File: config.mk
export PLATFORM = sky130hd
export DESIGN_NAME = fta_req_arbiter
export DESIGN_NICKNAME = d
export VERILOG_FILES = /design/src/rtl/fta_pkg.sv /design/src/rtl/fta_req_arbiter.sv
export SDC_FILE = /design/constraint.sdc
export NUM_CORES = 1
export LEC_CHECK = 0
export CAP_MARGIN = 10
export CORE_AREA = 2 2 683 685
export DETAILED_ROUTE_END_ITERATION = 10
export DIE_AREA = 0 0 685 687
export DONT_BUFFER_PORTS = 1
export SYNTH_ARGS = -nofsm -noshare
export SYNTH_HDL_FRONTEND = slang
export SYNTH_SLANG_ARGS = --single-unit
File: constraint.sdc
create_clock -name clk -period 2.55 [get_ports clk]
set_input_delay 0.255 -clock clk [delete_from_list [all_inputs] [get_ports clk]]
set_output_delay 0.255 -clock clk [all_outputs]
set_load 0.1 [all_outputs]
File: src/rtl/fta_pkg.sv
// fta_pkg: FTA 128-bit command request/response bundles.
// Shared by the channel arbiter and its masters.
package fta_pkg;

    typedef struct packed {
        logic         cyc;
        logic         stb;
        logic         we;
        logic [3:0]   cid;
        logic [31:0]  adr;
        logic [15:0]  sel;
        logic [127:0] dat;
    } fta_cmd_request128_t;

    typedef struct packed {
        logic         ack;
        logic         err;
        logic [3:0]   cid;
        logic [31:0]  adr;
        logic [127:0] dat;
    } fta_cmd_response128_t;

endpackage

File: src/rtl/fta_req_arbiter.sv
// fta_req_arbiter: round-robin arbiter for one shared 128-bit FTA command channel.
// Define FTA_ARB_TIMEOUT_EN to add a per-master response watchdog.
module fta_req_arbiter
    import fta_pkg::*;
#(
    parameter int         NREQ      = 4,
    parameter int         MAX_OUTST = 4,
    parameter logic [3:0] CID_BASE  = 4'd1,
    parameter int         TIMEOUT   = 1023
) (
    input  logic                                 clk,
    input  logic                                 rst,
    input  fta_cmd_request128_t  [NREQ-1:0]      s_req,
    output logic                 [NREQ-1:0]      s_accept,
    output fta_cmd_response128_t [NREQ-1:0]      s_resp,
    output fta_cmd_request128_t                  m_req,
    input  logic                                 m_rdy,
    input  fta_cmd_response128_t                 m_resp,
    output logic                 [NREQ*4-1:0]    outst_o,
    output logic                                 bad_cid_o
);

    localparam int IW = $clog2(NREQ);

    typedef enum logic {IDLE, HOLD} state_t;

    state_t          state_q, state_d;
    logic [IW-1:0]   rr_q, win;
    logic            found, grant;
    logic [NREQ-1:0] elig, fwd, dec;
    logic [3:0]      outst [NREQ];

    if (NREQ < 2 || NREQ > 8 || MAX_OUTST < 1 || MAX_OUTST > 15 ||
        TIMEOUT < 1 || TIMEOUT > 1023 ||
        int'(CID_BASE) + NREQ > 16) begin : g_bad_param
        $error("fta_req_arbiter: parameter out of range");
    end

    always_comb begin
        elig = '0;
        fwd  = '0;
        for (int i = 0; i < NREQ; i++) begin
            elig[i] = s_req[i].cyc & s_req[i].stb &
                      (outst[i] < 4'(MAX_OUTST));
            // a response to an idle master is treated as unmapped
            fwd[i]  = m_resp.ack & (outst[i] != 4'd0) &
                      (m_resp.cid == CID_BASE + 4'(i));
        end
    end

    always_comb begin
        int j;
        found = 1'b0;
        win   = '0;
        j     = 0;
        for (int k = 0; k < NREQ; k++) begin
            j = int'(rr_q) + k;
            if (j >= NREQ) j = j - NREQ;
            if (!found && elig[IW'(j)]) begin
                found = 1'b1;
                win   = IW'(j);
            end
        end
    end

    always_comb begin
        state_d  = state_q;
        grant    = 1'b0;
        s_accept = '0;
        unique case (state_q)
            IDLE: begin
                if (found && !rst) begin
                    grant         = 1'b1;
                    s_accept[win] = 1'b1;
                    state_d       = HOLD;
                end
            end
            HOLD: begin
                if (m_rdy) state_d = IDLE;
            end
            default: state_d = IDLE;
        endcase
    end

    always_ff @(posedge clk) begin
        if (rst) begin
            state_q   <= IDLE;
            rr_q      <= '0;
            m_req     <= '0;
            bad_cid_o <= 1'b0;
        end else begin
            state_q <= state_d;
            if (grant) begin
                m_req     <= s_req[win];
                m_req.cid <= CID_BASE + 4'(win);
                rr_q      <= (win == IW'(NREQ - 1)) ? '0 : win + 1'b1;
            end else if (state_q == HOLD && m_rdy) begin
                m_req.cyc <= 1'b0;
                m_req.stb <= 1'b0;
            end
            if (m_resp.ack && !(|fwd)) bad_cid_o <= 1'b1;
        end
    end

    for (genvar i = 0; i < NREQ; i++) begin : g_mst
        logic [3:0]           cnt_q;
        logic                 inc;
        fta_cmd_response128_t rsp_q, rsp_d;

        assign inc = grant & (win == IW'(i));

`ifdef FTA_ARB_TIMEOUT_EN
        logic [9:0] wd_q;
        logic       inj;

        // a real response in the same cycle beats the synthetic one
        assign inj = (cnt_q != 4'd0) & ~fwd[i] &
                     (wd_q == 10'(TIMEOUT - 1));

        always_ff @(posedge clk) begin
            if (rst || cnt_q == 4'd0 || fwd[i] || inj) wd_q <= '0;
            else wd_q <= wd_q + 10'd1;
        end

        assign dec[i] = fwd[i] | inj;

        always_comb begin
            rsp_d = '0;
            if (fwd[i]) begin
                rsp_d = m_resp;
            end else if (inj) begin
                rsp_d.ack = 1'b1;
                rsp_d.err = 1'b1;
                rsp_d.cid = CID_BASE + 4'(i);
                rsp_d.dat = '1;
            end
        end
`else
        assign dec[i] = fwd[i];

        always_comb begin
            rsp_d = '0;
            if (fwd[i]) rsp_d = m_resp;
        end
`endif

        always_ff @(posedge clk) begin
            if (rst) begin
                cnt_q <= '0;
                rsp_q <= '0;
            end else begin
                cnt_q <= cnt_q + 4'(inc) - 4'(dec[i]);
                rsp_q <= rsp_d;
            end
        end

        assign outst[i]          = cnt_q;
        assign outst_o[4*i +: 4] = cnt_q;
        assign s_resp[i]         = rsp_q;
    end

endmodule

==> summary.md, run 1 <==
| Metric | Value |
|---|---|
| Root Buffer | `clkbuf_16` |
| Ys flop type | `dfxtp_1` |
| Routed WL per cell | `31.5 µm` |
| Synth warnings | `0` |
| Share of power burned in registers | `34.0%` |
| Core Util, Final | `12.4%` |
| Setup TNS | `-14.02 ns` |
| Fmax | `359 MHz` |
| Asr flop ratio synth | `0%` |
| Max-Cap Viols | `0` |
| Buffers on Ports | `0` |
| Clk slew on worst S/H paths | `0.06 ns` |
| Chip Height | `687 µm` |
| CP arrival | `3.48 ns` |
| WL met3 | `29.7 mm` |
| Area share of the largest cell type after synthesis | `58.7%` |
| Starting Density | `6.38%` |
| PnR worst setup slack | `-0.239 ns` |
| CTS tree | `done` |
| Switching Power | `19600 µW` |
| CP startpoint kind | `flop` |
| Count leader, synth | `dfxtp_1` |
| Num Clock Sinks | `865` |
| Gpl congestion | `0.917` |
| Unique masters post-synth | `43` |
| Clock share of power | `34.1%` |
| Share of cells above drive strength 1 | `24.6%` |
| Pwr Density | `828 mW/mm²` |
| Wire length on met2 | `162 mm` |
| DRT iter0 DRCs | `2895` |
| H-tree depth | `3` |
| Worst vdd ir | `0.696 mV` |
| M1 wire length | `135 mm` |
| P_int | `27900 µW` |
| Core Box Area | `0.463 mm²` |
| GRT overflow | `0` |
| DRT Wirelength | `345 mm` |
| Initial antenna violation count | `380` |
| Max Slew Vio Count | `0` |
| Final worst path period share | `109%` |
| Setup violators final | `153` |
| Critical Path End Type | `flop` |
| Drt first pass iters | `7` |
| Die area | `0.471 mm²` |
| Worst hold path class | `in -> reg` |
| Cell taking the most area after synthesis | `dfxtp_1` |
| Dpl hpwl | `287 mm` |
| Area grow syn2layout | `94.5%` |
| Pin count of the biggest net entering global routing | `69` |
| First-pass GRT wire length | `401 mm` |
| Hold_ws | `0.0632 ns` |
| Max Used Layer | `met5` |
| EDFF count, synth | `0` |
| RSZ-0062 raised after global routing | `true` |
| Vias/cell | `2.95` |
| Post-synth design cell area | `0.0295 mm²` |
| Power, Total | `47500 µW` |
| Vias | `32339` |
| Status | `complete, but fails checks` |
| Synth cell count leaders | `dfxtp_1 (865), nand2_1 (708), and2_1 (645)` |
| Combinational Power Share | `31.9%` |
| Final hold vios | `0` |
| Setup Slack @ Placement | `-0.398 ns` |
| NumNets Final | `5486` |
| Tmin final | `2.79 ns` |
| Avg Inst Size Synth | `9.46 µm²` |
| Latest clock arrival within the worst-skew pair | `0.87 ns` |
| Clk buf depth | `4` |
| I/O pin cnt | `1769` |
| DRC viols | `0` |
| #FFs+latches synth | `865` |
| Sequential share of the synthesized area | `58.7%` |
| Final ANT Viol Nets | `0` |
| Setup CP Type | `reg -> reg` |
| Slew HR | `31.1%` |
| GRT Total Usage | `13.6%` |
| Synth Instances | `3118` |
| Switching Share | `41.3%` |
| Crit path max fanout | `8` |
| CTS Buf Count | `107` |
| Failing checks | `setup timing` |
| FP Rows | `250` |
| Vias in the first global route | `30176` |
| Die width | `685 µm` |
| Final Skew | `0.0507 ns` |
| Critical Path RT | `3.24 ns` |
| Pin slew with the least headroom to its limit | `1.03 ns` |
| Synth area leaders | `dfxtp_1 (59%), and2_1 (14%), nand2_1 (9.0%), a21oi_1 (6.1%), a211o_1 (5.3%)` |
| Leakage power | `0.0230 µW` |
## flip-flops by register name (all words and copies together), names as in the netlist
register	flops
rr_q	2
s_resp	664
bad_cid_o	1
m_req	181
g_mst.cnt_q	16
state_q	1
## worst paths after layout
path                          start         end  slack (ns)  cells after the start
setup / recovery  g_mst[1].cnt_q[2]  m_req[128]       -0.24                     14
hold / removal           s_req[358]  m_req[175]        0.06                      3
setup reg to reg  g_mst[1].cnt_q[2]  m_req[128]       -0.24                     14
hold reg to reg          m_req[132]  m_req[132]        0.46                      1
## power by group through the flow
stage / Sequential (µW) / Combinational, µW / Clock, µW
global route: 16200 / 15700 / 17200
detailed placement: 16500 / 11400 / 0
global placement: 16500 / 11400 / 0
floorplan: 20500 / 2960 / 0
CTS: 16200 / 14100 / 16800
finish: 16200 / 15200 / 16200
## layout make-up
class | count | area, µm²
diodes | 134 | 335
multi-input cells | 2020 | 12400
repair buffers | 1534 | 15700
flip-flops and latches | 865 | 17400
fillers | 52410 | 405000
clock inverters | 58 | 642
clock buffers | 136 | 3020
inverters | 32 | 143
well taps | 6174 | 7720
## metrics by stage
step	std cells	area [µm²]
global placement	9658	41700
global route	10882	57200
CTS	10769	54900
finish	10953	57400
detailed placement	9658	41700
floorplan	3129	29900
## routing by layer
metal,vias up,global-route usage (%)
met2,2744,23.1
met4,98,5.28
met5,-,0
li1,13142,-
met1,15395,15.9
met3,960,4.32
## cell usage in the layout (no fill, tap or decap), types with 9 or more instances in the layout
cell | netlist | layout
buf_6 | 18 | 32
dfxtp_2 | 0 | 49
inv_4 | 0 | 9
a211o_1 | 177 | 177
buf_12 | 0 | 88
clkbuf_8 | 0 | 19
inv_1 | 32 | 12
a21oi_1 | 359 | 192
nor2_1 | 30 | 22
inv_2 | 0 | 11
clkinv_2 | 0 | 14
buf_16 | 0 | 15
diode_2 | 0 | 134
and2_1 | 645 | 643
buf_8 | 0 | 13
clkbuf_16 | 0 | 131
a21oi_2 | 0 | 129
clkinv_4 | 0 | 10
conb_1 | 1 | 12
nand2_1 | 708 | 706
inv_6 | 0 | 12
a21oi_4 | 0 | 38
buf_4 | 3 | 485
ha_4 | 0 | 14
dlygate4sd3_1 | 0 | 878
dfxtp_1 | 865 | 808
## critical path: stages, from the launching register on
cell     delay [ns]
dfxtp_4        0.35
inv_4          0.06
ha_4           0.14
and3_4         0.17
o22a_1         0.21
o22ai_4        0.12
o21ai_4        0.28
buf_6          0.15
buf_12         0.10
buf_16         0.16
buf_16         0.21
buf_12         0.15
buf_16         0.16
a21oi_2        0.04
a211o_1        0.23
## cell families (layout without fill, tap and decap cells)
kind of cell | count (synthesis) | after routing | share of synthesized area, %
XOR/XNOR | 9 | 9 | 0.267
adder cells (fa/ha/maj) | 25 | 25 | 1.16
multiplexers | 1 | 1 | 0.0339
other | 1 | 146 | 0.0127
AND/OR/NAND/NOR | 1414 | 1414 | 23.8
flip-flops | 865 | 865 | 58.7
AO/OA/AOI/OAI | 559 | 559 | 12.0
buffers and inverters | 244 | 1760 | 3.93
## timing repair
action                                  4_1_cts  5_1_grt
endpoints found under the hold margin       854        0
hold buffers                                887        0
pin swaps                                    10      129
buffers inserted                             23       49
cloned                                        7       25
endpoints found under the setup margin       91      162
resized for setup                            51      298
Power figures use the tool's default switching activity.
==> run 2: changes to the inputs <==
==> constraint.sdc (replaced) <==
create_clock -name clk -period 2.55 [get_ports clk]
set_input_delay 0.51 -clock clk [delete_from_list [all_inputs] [get_ports clk]]
set_output_delay 0.51 -clock clk [all_outputs]
set_load 0.1 [all_outputs]
==> run 2 against run 1 <==
The run still ends with setup timing left. Critical path depth is 6 higher. Utilization is 1.2 points higher. Worst hold slack better by 0.0027 ns. Sequential share of layout area is 2.7 points lower. Cell count is 4.4% higher. First-iteration DRC count is 9.2% higher. Wire length is 1.7% higher. Clock skew is 0.027 ns higher. Largest power group is now combinational logic.
==> summary.md, run 2 (same netlist as run 1, synthesis figures left out) <==
| Metric | Value |
|---|---|
| Worst R2R Path Depth | `20` |
| Pin count of the biggest net entering global routing | `92` |
| Final Instance Area | `0.0630 mm²` |
| CTS Buf Count | `107` |
| Crit-path cells | `inv_4, ha_4, nand3_4, buf_12, o22a_4, buf_6, o22a_1, nand3_4, buf_6, buf_6, buf_6, buf_6, buf_6, buf_6, buf_12, buf_16, buf_12, clkbuf_16, a21oi_2, a211o_1` |
| Commonest non-fill, non-tap cell in the layout | `buf_4` |
| Gpl congestion | `0.923` |
| I/O pin cnt | `1769` |
| Share of power burned in registers | `30.0%` |
| Setup Slack @ Placement | `-0.439 ns` |
| Die width | `685 µm` |
| GRT overflow | `0` |
| Routed WL per cell | `30.7 µm` |
| Setup violators final | `193` |
| Pin slew with the least headroom to its limit | `1.02 ns` |
| Final worst path period share | `125%` |
| Vias | `34488` |
| Drt first pass iters | `6` |
| Clock share of power | `32.9%` |
| Chip Height | `687 µm` |
| Fmax | `312 MHz` |
| H-tree depth | `3` |
| Clk slew on worst S/H paths | `0.06 ns` |
| Core Box Area | `0.463 mm²` |
| Failing checks | `setup timing` |
| Final ANT Viol Nets | `0` |
| Crit-path max cell delay | `0.35 ns` |
| Vias in the first global route | `32429` |
| Final hold vios | `0` |
| Worst vdd ir | `0.611 mV` |
| DRT Wirelength | `351 mm` |
| Switching Power | `20400 µW` |
| PnR worst setup slack | `-0.650 ns` |
| First-pass GRT wire length | `414 mm` |
| Dpl hpwl | `286 mm` |
| Buffers on Ports | `0` |
| Combinational Power Share | `37.1%` |
| Slowest CP cell | `dfxtp_4` |
| Share of cells above drive strength 1 | `37.8%` |
| Leakage power | `0.0267 µW` |
| Worst hold path class | `in -> reg` |
| CTS tree | `done` |
| WHS Endpoint | `m_req[54]` |
| Die area | `0.471 mm²` |
| Largest register FFs | `664` |
| Num Clock Sinks | `865` |
| Root Buffer | `clkbuf_16` |
| Hold path depth | `3` |
| Crit path max fanout | `7` |
| GRT Total Usage | `14.0%` |
| Hold_sp | `s_req[603]` |
| P_int | `29500 µW` |
| Final Skew | `0.0778 ns` |
| Clk buf depth | `4` |
| Worst path bufs/invs | `13` |
| Pwr Density | `793 mW/mm²` |
| CP startpoint kind | `flop` |
| FP Rows | `250` |
| Most frequent cells in the layout | `buf_4 (962), dlygate4sd3_1 (811), dfxtp_1 (808)` |
| NumNets Final | `5981` |
| Slew HR | `31.9%` |
| Cell area after placement | `0.0452 mm²` |
| Worst reg2reg setup slack | `-0.65 ns` |
| Max-Cap Viols | `0` |
| Power, Total | `49900 µW` |
| Tmin final | `3.20 ns` |
| CP most frequent cell | `buf_6` |
| DRC viols | `0` |
| Status | `complete, but fails checks` |
| Max Slew Vio Count | `0` |
| DRT iter0 DRCs | `3161` |
| R2r startpoint | `g_mst[2].cnt_q[3]` |
| Crit Reg-Reg Endpoint | `m_req[121]` |
| Starting Density | `6.38%` |
| Vias/cell | `3.02` |
| Switching Share | `40.9%` |
| Latest clock arrival within the worst-skew pair | `0.88 ns` |
| RSZ-0062 raised after global routing | `true` |
| Initial antenna violation count | `352` |
| Critical Path End Type | `flop` |
| Setup TNS | `-89.82 ns` |
| Critical Path RT | `3.21 ns` |
| CP arrival | `3.86 ns` |
| Area grow syn2layout | `114%` |
| Setup CP Type | `reg -> reg` |
| Top delay family on crit path | `buffers and inverters` |
run 2: how the worst max path moves through the flow:
stage	startpoint	endpoint	slack, ns	depth (start not counted)
floorplan	g_mst[1].cnt_q[3]	g_mst[2].cnt_q[1]	-0.75	14
global placement	g_mst[2].cnt_q[3]	g_mst[2].cnt_q[1]	-0.44	14
detailed placement	g_mst[2].cnt_q[2]	g_mst[2].cnt_q[1]	-0.44	14
CTS	g_mst[2].cnt_q[3]	s_accept[3]	-0.89	10
global route	g_mst[2].cnt_q[3]	s_accept[3]	-0.77	11
finish	g_mst[2].cnt_q[3]	m_req[121]	-0.65	20
run 2: stage by stage:
| step | hold WS, ns | cells | util [%] |
|---|---|---|---|
| global placement | 0.439 | 10140 | 9.77 |
| CTS | 0.000480 | 11273 | 13.3 |
| finish | 0.0659 | 11432 | 13.6 |
| floorplan | 0.482 | 3129 | - |
| global route | 0.0138 | 11371 | 13.6 |
| detailed placement | 0.442 | 10140 | 9.77 |
run 2: cell type report:
class,count,area (µm²)
Antenna cell,120,300
Inverter,32,139
Tap cell,6174,7720
Multi-Input combinational cell,2020,13700
Clock buffer,134,2950
Timing Repair Buffer,2029,20000
Fill cell,52073,400000
Clock inverter,58,729
Sequential cell,865,17400
run 2: metal layers:
metal	routed length, µm	global-route usage (%)
met4	19000	6.00
met5	1010	0
met2	164000	23.5
met3	33500	4.97
met1	133000	16.0
run 2: tightest hold or removal path: stages:
cell and delay [ns]:
nand2_4 0.07, a21oi_2 0.13, a211o_1 0.09
run 2: power groups by stage:
stage | clock (µW) | combinational, µW | sequential, µW
2_1_floorplan | 0 | 2960 | 20500
3_3_place_gp | 0 | 12600 | 15200
3_5_place_dp | 0 | 12700 | 15200
4_1_cts | 16900 | 18000 | 15000
5_1_grt | 17400 | 19100 | 15000
6_report | 16400 | 18500 | 15000
run 2: timing repair:
item,CTS,global route
gates cloned,34,13
hold buffers,819,1
pin swaps,279,110
hold endpoints to repair,850,1
resized for setup,598,265
buffers inserted,98,50
setup endpoints to repair,141,200
